File: src/rtl/unified_buffer_banked_pkg.sv
// ub_pkg: shared defaults, word type and modulo-DEPTH address helper for the banked unified buffer.
package ub_pkg;

    localparam int UB_DATA_W = 32;
    localparam int UB_VEC    = 2;
    localparam int UB_DEPTH  = 16;

    typedef logic [UB_DATA_W-1:0] ub_word_t;

    // Explicit modulo so non-power-of-two depths wrap correctly.
    function automatic int unsigned ub_wrap(input int unsigned base, input int unsigned off,
                                            input int unsigned depth);
        return (base + off) % depth;
    endfunction

endpackage

File: src/rtl/unified_buffer_banked_arbiter.sv
// ub_rr_arbiter: one-hot round-robin grant; the pointer moves past the winner only when a transfer happens.
module ub_rr_arbiter #(
    parameter int N = 2
) (
    input  logic         clk,
    input  logic         rst_n,
    input  logic [N-1:0] req_i,
    input  logic         advance_i,
    output logic [N-1:0] grant_o
);

    localparam int PW = N > 1 ? $clog2(N) : 1;

    logic [PW-1:0] ptr_q, ptr_d, win, idx;

    always_comb begin
        win = ptr_q;
        idx = ptr_q;
        for (int k = N - 1; k >= 0; k--) begin
            idx = PW'((int'(ptr_q) + k) % N);
            if (req_i[idx]) win = idx;
        end
        grant_o = (|req_i) ? N'(1) << win : '0;
        ptr_d   = advance_i ? PW'((int'(win) + 1) % N) : ptr_q;
    end

    always_ff @(posedge clk or negedge rst_n) begin
        if (!rst_n) ptr_q <= '0;
        else        ptr_q <= ptr_d;
    end

endmodule

File: src/rtl/unified_buffer_banked.sv
// unified_buffer_banked: N_SRC-channel arbitrated vector store into a DEPTH-word memory
// with a registered read-first vector read port and per-word written flags.
module unified_buffer_banked
    import ub_pkg::*;
#(
    parameter int DATA_W    = UB_DATA_W,
    parameter int VEC       = UB_VEC,
    parameter int N_SRC     = 2,
    parameter int DEPTH     = UB_DEPTH,
    parameter int ADDR_W    = $clog2(DEPTH),
    parameter bit FIXED_MAP = 1'b0
) (
    input  logic                        clk,
    input  logic                        reset,
    input  logic                        clear,
    input  logic [N_SRC-1:0]            store_req,
    input  logic [N_SRC*ADDR_W-1:0]     store_addr,
    input  logic [N_SRC*VEC*DATA_W-1:0] store_data,
    output logic [N_SRC-1:0]            store_ack,
    input  logic                        rd_en,
    input  logic [ADDR_W-1:0]           rd_addr,
    output logic [VEC*DATA_W-1:0]       rd_data,
    output logic                        rd_valid,
    output logic                        rd_written,
    output logic                        busy
);

    logic [DATA_W-1:0]     mem_q [DEPTH];
    logic [DATA_W-1:0]     mem_d [DEPTH];
    logic [DEPTH-1:0]      wr_q, wr_d;
    logic [VEC*DATA_W-1:0] rd_data_q, rd_data_d;
    logic                  rd_valid_q, rd_written_q, rd_written_d;
    logic [N_SRC-1:0]      grant;
    logic [ADDR_W-1:0]     wa, ra;

    ub_rr_arbiter #(.N(N_SRC)) u_arb (
        .clk      (clk),
        .rst_n    (reset),
        .req_i    (store_req),
        .advance_i(|store_ack),
        .grant_o  (grant)
    );

    assign store_ack = clear ? '0 : grant;
    assign busy      = |store_req;

    always_comb begin
        mem_d = mem_q;
        wr_d  = wr_q;
        wa    = '0;
        for (int s = 0; s < N_SRC; s++)
            for (int i = 0; i < VEC; i++)
                if (store_ack[s]) begin
                    wa = ADDR_W'(ub_wrap(FIXED_MAP ? 32'(s * VEC) : 32'(store_addr[s*ADDR_W +: ADDR_W]),
                                         i, DEPTH));
                    mem_d[wa] = store_data[(s*VEC+i)*DATA_W +: DATA_W];
                    wr_d[wa]  = 1'b1;
                end
        if (clear) begin
            for (int d = 0; d < DEPTH; d++) mem_d[d] = '0;
            wr_d = '0;
        end
    end

    // Reads sample the current (pre-write, pre-clear) state: read-first.
    always_comb begin
        rd_data_d    = rd_data_q;
        rd_written_d = rd_written_q;
        ra           = '0;
        if (rd_en) begin
            rd_written_d = 1'b1;
            for (int i = 0; i < VEC; i++) begin
                ra = ADDR_W'(ub_wrap(32'(rd_addr), i, DEPTH));
                rd_data_d[i*DATA_W +: DATA_W] = mem_q[ra];
                rd_written_d &= wr_q[ra];
            end
        end
    end

    always_ff @(posedge clk or negedge reset) begin
        if (!reset) begin
            for (int d = 0; d < DEPTH; d++) mem_q[d] <= '0;
            wr_q         <= '0;
            rd_data_q    <= '0;
            rd_valid_q   <= 1'b0;
            rd_written_q <= 1'b0;
        end else begin
            mem_q        <= mem_d;
            wr_q         <= wr_d;
            rd_data_q    <= rd_data_d;
            rd_valid_q   <= rd_en;
            rd_written_q <= rd_written_d;
        end
    end

    assign rd_data    = rd_data_q;
    assign rd_valid   = rd_valid_q;
    assign rd_written = rd_written_q;

endmodule
File: config.mk
export PLATFORM = sky130hd
export DESIGN_NAME = unified_buffer_banked
export DESIGN_NICKNAME = d
export VERILOG_FILES = /design/src/rtl/unified_buffer_banked_pkg.sv /design/src/rtl/unified_buffer_banked_arbiter.sv /design/src/rtl/unified_buffer_banked.sv
export SDC_FILE = /design/constraint.sdc
export NUM_CORES = 2
export LEC_CHECK = 0
export CAP_MARGIN = 15
export CORE_ASPECT_RATIO = 0.5
export CORE_MARGIN = 2
export CORE_UTILIZATION = 27
export CTS_CLUSTER_SIZE = 28
export DETAILED_ROUTE_END_ITERATION = 8
export PLACE_DENSITY = 0.49
export SETUP_SLACK_MARGIN = 0.5
export SYNTH_ARGS = -nofsm -noshare
export SYNTH_HDL_FRONTEND = slang
export SYNTH_SLANG_ARGS = --single-unit
File: constraint.sdc
create_clock -name clk -period 2.9 [get_ports clk]
set_input_delay 0.435 -clock clk [delete_from_list [all_inputs] [get_ports clk]]
set_output_delay 0.435 -clock clk [all_outputs]
set_load 0.05 [all_outputs]
---- Word level (Yosys, flattened, before mapping) ----
Index checks and enable logic that the tools add are counted.
storage, ports and cells
  bits in registers ....................... 595
  output and inout bits ................... 69
  word-level logic and storage cells ...... 118
operators by class
  $add $sub $neg .......................... 5
  $lt $le $gt $ge ......................... 22
  shift-type cells ........................ 1
  multiplexer cells ....................... 48
  bitwise operators ....................... 11
  reduce and logical (&&, ||, !) cells .... 10
operator list
  cell                   number
  $mux W512              5
  $bwmux W512            4
  $demux W32 S4          4
  $bmux W32 S4           2
  $mux W32               8
  $mux W16               5
  $or A16 B16 Y16        4
  $ge A5 B5 Y1 const B   6
  $lt A4 B5 Y1 const B   6
  $not A4 Y5             6
  $lt A5 B1 Y1 const B   4
  $demux W1 S4           4
  $ge A4 B1 Y1 const B   4
  $add A4 B1 Y4 const B  3
  $mux W1                12
  $bmux W1 S4            2
  $logic_and A1 B1 Y1    8
  $lt A1 B2 Y1 const B   2
  $mux W2                2
  $reduce_or A2 Y1       2
  $add A1 B1 Y1 const B  2
  $shl A1 B1 Y2 const A  1
  $and A1 B1 Y1          1

---- Depth between registers and ports, before layout ----
  word-level depth ........................ 16
  depth in mapped cells ................... 10
  gate-level depth less buffers ........... 6

---- Cells and area by module ----
Synthesis repeated with hierarchy kept, for this count alone.
unflattened totals
  cell total of the unflattened synthesis .. 4935
  area, all modules ....................... 46455.8 sq um
modules (own cells, without submodules)
  module                 times used  cells each  area an instance (sq um)
  unified_buffer_banked  1           4927        46382.0
  ub_rr_arbiter          1           8           73.8

---- Least setup slack after synthesis ----
No wires, ideal clock.
  path type ............................... input to register
  start ................................... in rd_addr[0]
  end ..................................... reg rd_data_q[56] (netlist: rd_data[56])
  arrival ................................. 2695 ps
  data required time ...................... 2775 ps
  setup slack ............................. 81 ps
  stages .................................. 6
  buffers on the path ..................... 2
  path through ............................ ha_1 > clkbuf_1 > clkbuf_1 > mux4_2 > mux4_2 > mux2_2
between the ends
  longest elaborated chain between the ends .. 5
RTL lines
  element                                       RTL line                         RTL
  from (decl)                                   unified_buffer_banked.sv:21      input logic [ADDR_W-1:0] rd_addr,
  $add A4 B1 Y4                                 unified_buffer_banked_pkg.sv:13  return (base + off) % depth;
  $not A4 Y5 (implied by the code)              unified_buffer_banked.sv:74      rd_data_d[i*DATA_W +: DATA_W] = mem_q[ra];
  $bmux W32 S4                                  unified_buffer_banked.sv:74
  $mux W32 (implied by the code) (2 in series)  unified_buffer_banked.sv:74
  to (signal assigned)                          unified_buffer_banked.sv:90      rd_data_q <= rd_data_d;
  to (decl)                                     unified_buffer_banked.sv:31      logic [VEC*DATA_W-1:0] rd_data_q, rd_data_d;
No other way between the ends. The select of a mux whose other input is x is not followed.
A chain may end at the register's enable or synchronous reset.

---- Worst setup path in the final report ----
  start ................................... reg u_arb.ptr_q
  end ..................................... out store_ack[1]
between the ends
  longest elaborated chain between the ends .. 8
  elaborated cells between the ends (all ways) .. 10
  classes of those cells .................. add/sub (1); shift (1); mux (8)
RTL lines
  element                                      RTL line                             RTL
  from (decl)                                  unified_buffer_banked_arbiter.sv:14  logic [PW-1:0] ptr_q, ptr_d, win, idx;
  from (signal assigned)                       unified_buffer_banked_arbiter.sv:29  else ptr_q <= ptr_d;
  $add A1 B1 Y1                                unified_buffer_banked_arbiter.sv:20  idx = PW'((int'(ptr_q) + k) % N);
  $mux W1 (implied by the code) (2 in series)  unified_buffer_banked_arbiter.sv:21  if (req_i[idx]) win = idx;
  $mux W1                                      unified_buffer_banked_arbiter.sv:21
  $mux W1 *                                    unified_buffer_banked_arbiter.sv:21
  $shl A1 B1 Y2 *                              unified_buffer_banked_arbiter.sv:23  grant_o = (|req_i) ? N'(1) << win : '0;
  $mux W2 *                                    unified_buffer_banked_arbiter.sv:23
  $mux W2 *                                    unified_buffer_banked.sv:44          assign store_ack = clear ? '0 : grant;
  to (decl)                                    unified_buffer_banked.sv:19          output logic [N_SRC-1:0] store_ack,
Mark *: on every way between the ends. The rest lies on a longest branch, timed or not. The select of a mux whose other input is x is not followed.

==> results.py <==
metrics = {
    "cells_and_area": {
        "drive_gt1_share_pct": 30.6,
        "mostFrequentLayoutCell": "buf_4",
        "area_growth_pct": 31.3,
        "final_cell_area_sq_um": 59400,
        "layout_common_cells": "buf_4, dfrtp_1, nand2_1, o22ai_1, mux4_2",
        "final_nets": 5331,
        "final_cells": 7476,
    },
    "floorplan": {
        "die_h_microns": 293,
        "die_area_sq_um": 171000,
        "core_area_sq_um": 167000,
        "initial_utilization_pct": 27.1,
        "die_w_microns": 583,
        "ios": 215,
        "std_cell_rows": 106,
    },
    "route": {
        "dr.pass1.iters": 9,
        "routed_wl_mm": 350,
        "drt_iter0_markers": 9819,
        "routedWlPerCell_microns": 46.8,
        "viasPerCell": 7.22,
        "drc": 0,
        "vias": 54000,
        "antenna_left": 0,
    },
    "clock_network": {
        "clock_latency_ns": 0.70,
        "cts_root_buf": "clkbuf_16",
        "cts.clk_slew.worst_paths_ns": 0.06,
        "cts_sinks": 595,
        "clockBufferDepth": 3,
        "cts-htree-levels": 3,
        "cts_buffers": 72,
        "tritoncts": "done",
    },
    "setup_path": {
        "crit_family": "buffers and inverters",
        "critical_path.max_fanout": 5,
        "setup.worst_path.start_class": "flip-flop",
        "crit_chain": "nand2b_4 -> buf_4 -> nand3_4 -> clkinv_8 -> buf_4 -> buf_4",
        "crit_type": "flip-flop to output port",
        "end_kind": "output port",
        "slowest_stage": "dfrtp_2",
        "cp.required_ns": 2.47,
        "worst-path-buf-inv": 4,
        "worst_ep_arrival_time_ns": 2.02,
        "slowest_delay_ns": 0.45,
        "cpMostUsedCell": "buf_4",
    },
    "placement": {
        "dpl.hpwl_mm": 245,
        "placed_area_sq_um": 56400,
        "place.gp.congestion": 1.04,
        "dpl.cell_count": 7287,
        "port-buffer-count": 214,
    },
    "yosys": {
        "synth_ff_type": "dfrtp_1",
        "ys_types": 86,
        "ys_async_sr_fraction_pct": 100,
        "synth.yosys.seq_area_share_pct": 32.9,
        "syn_area_sq_um": 45300,
        "ys_ff_latch": 595,
        "syn_avg_cell_area_sq_um": 9.55,
        "synth_edf_count": 0,
        "syn-num-nets": 4886,
        "yosysWarnings": 0,
        "syn_inst": 4739,
    },
    "power": {
        "pwr-share-comb_pct": 25.8,
        "ir_worst_vdd_v": 0.000387,
        "clkPwrFrac_pct": 38.1,
        "swShare_pct": 35.6,
        "power_switching_uw": 8800,
        "powerDensity_nw_per_um2": 417,
        "p_leak_uw": 0.0229,
        "p_total_uw": 24800,
        "pwr-share-seq_pct": 36.2,
        "internal-power_uw": 16000,
    },
    "timing": {
        "clock.fmax_mhz": 408,
        "clock_skew_ns": 0.0360,
        "rsz0062_at_grt": "yes",
        "fin_tns_setup_ns": 0,
        "fin_crit_sh_pct": 84.5,
        "hold_viol": 0,
        "post-route-min-period_ns": 2.45,
        "finalMaxSlewViolations": 0,
        "maxSlewHeadroom_pct": 20.7,
        "tightestPinTransition_ns": 1.19,
        "setup_violations": 0,
    },
    "global_route": {
        "grt_pass1_vias": 50500,
        "grt_overflow_total": 0,
        "grt_pass1_wl_mm": 460,
        "grt_max_degree": 158,
        "grt_usage_pct": 39.4,
        "antenna_found_initial": 37,
    },
    "flow_run": {
        "cap_violations": 0,
    },
    "hold_path": {
        "hold_path.class": "primary input to flip-flop",
    },
    "outcome": {
        "status": "completed",
    },
}
cell families after synthesis:
logic type / count (synthesis) / share of synthesized area [%]
compound gates: 1787 / 27.7
fa+ha+maj: 1 / 0.0276
simple gates: 1069 / 10.6
flops: 595 / 32.9
buf+inv: 722 / 6.37
xor+xnor: 4 / 0.0774
mux: 561 / 22.3
area by class of cell:
type                            instances  area, sq um
Antenna cell                           28         70.1
Clock buffer                          109         2120
Clock inverter                         15          109
Fill cell                           16700       107000
Inverter                               38          168
Multi-Input combinational cell       3422        28100
Sequential cell                       595        14900
Tap cell                             2214         2770
Timing Repair Buffer                 1055        11100
worst register-to-register path, stage by stage (launching register included):
cell and delay, ns:
dfrtp_2 0.45, and2_2 0.26, buf_12 0.20, nor4_4 0.35, clkbuf_16 0.34, buf_6 0.20
nand2_1 0.07, a32o_1 0.28, a21oi_1 0.16
synthesized netlist by cell type, drive strengths merged, types with 7 or more instances:
library cell  instances  area (sq um)
o21a                 12          90.1
inv                  37           139
mux2i                83           906
a2bb2oi              16           140
o221a                16           180
buf                 174           822
dfrtp               595         14900
nand2b               29           181
mux2                149          1780
a311oi               26           228
a31o                 26           228
a221oi              190          1700
o221ai               86           803
a31oi                22           138
nand3                58           290
or2                   7          43.8
nand4                17           106
nor2b                 8          50.1
or3                  22           138
nor4                 26           270
o2bb2ai               7          61.3
a22oi                35           263
o22a                 56           490
a22o                 37           324
o22ai               399          2500
nor2                274          1030
clkbuf              510          1920
a21oi               285          1430
o211a                24           240
nand2               526          1970
o21ai               266          1330
nor3                 47           240
and2                  8          50.1
o211ai               98           736
a221o                32           320
nand4bb               9           101
a32o                 25           250
mux4                329          7410
o32a                 14           140
a211oi               78           596
per-stage QoR:
stage          hold WS (ns)  utilization, %  setup slack (ns)
2_1_floorplan         0.139               -             0.489
3_3_place_gp          0.465            33.8            -0.446
3_5_place_dp          0.471            33.8            -0.430
4_1_cts               0.189            35.2             0.335
5_1_grt               0.197            35.6             0.425
6_report              0.180            35.6             0.450
registers in the layout, summed over array words and instances (netlist names):
| name | cells |
|---|---|
| mem_q | 512 |
| rd_written | 1 |
| wr_q | 16 |
| rd_data | 64 |
| rd_valid | 1 |
| u_arb.ptr_q | 1 |
power groups by stage:
stage / Combinational, uW / Sequential (uW) / Clock (uW)
after floorplan: 2700 / 9110 / 0
after global placement: 5940 / 9060 / 0
after detailed placement: 5970 / 9080 / 0
after CTS: 6020 / 8930 / 9400
after global routing: 6390 / 8960 / 9730
final: 6380 / 8950 / 9430
layer usage:
metal | vias up | track usage [%] | wire, microns
li1 | 19600 | - | -
met1 | 27700 | 51.3 | 136000
met2 | 5404 | 51.6 | 133000
met3 | 1230 | 20.6 | 58700
met4 | 31 | 21.2 | 22400
met5 | - | 0.785 | 367
timing repair:
item / in CTS / in global routing
buffers inserted: 6 / 23
gates resized for setup: 16 / 49
endpoints found under the hold margin: 43 / 0
hold buffers: 2 / 0
cloned: 1 / 5
endpoints found under the setup margin: 68 / 228
pin swaps: 1 / 15
worst paths after layout:
path / startpoint / endpoint / slack [ns] / cells after the start
setup reg to reg: u_arb.ptr_q / mem_q[257] / 0.48 / 8
hold / removal: rd_en / rd_valid / 0.18 / 2
max in group asynchronous: reset / mem_q[476] / 1.50 / 4
hold reg to reg: rd_data[19] / rd_data[19] / 0.51 / 1
setup / recovery: u_arb.ptr_q / store_ack[1] / 0.45 / 6
min in group asynchronous: reset / mem_q[361] / 0.36 / 2
(Power assumes the default switching activity.)
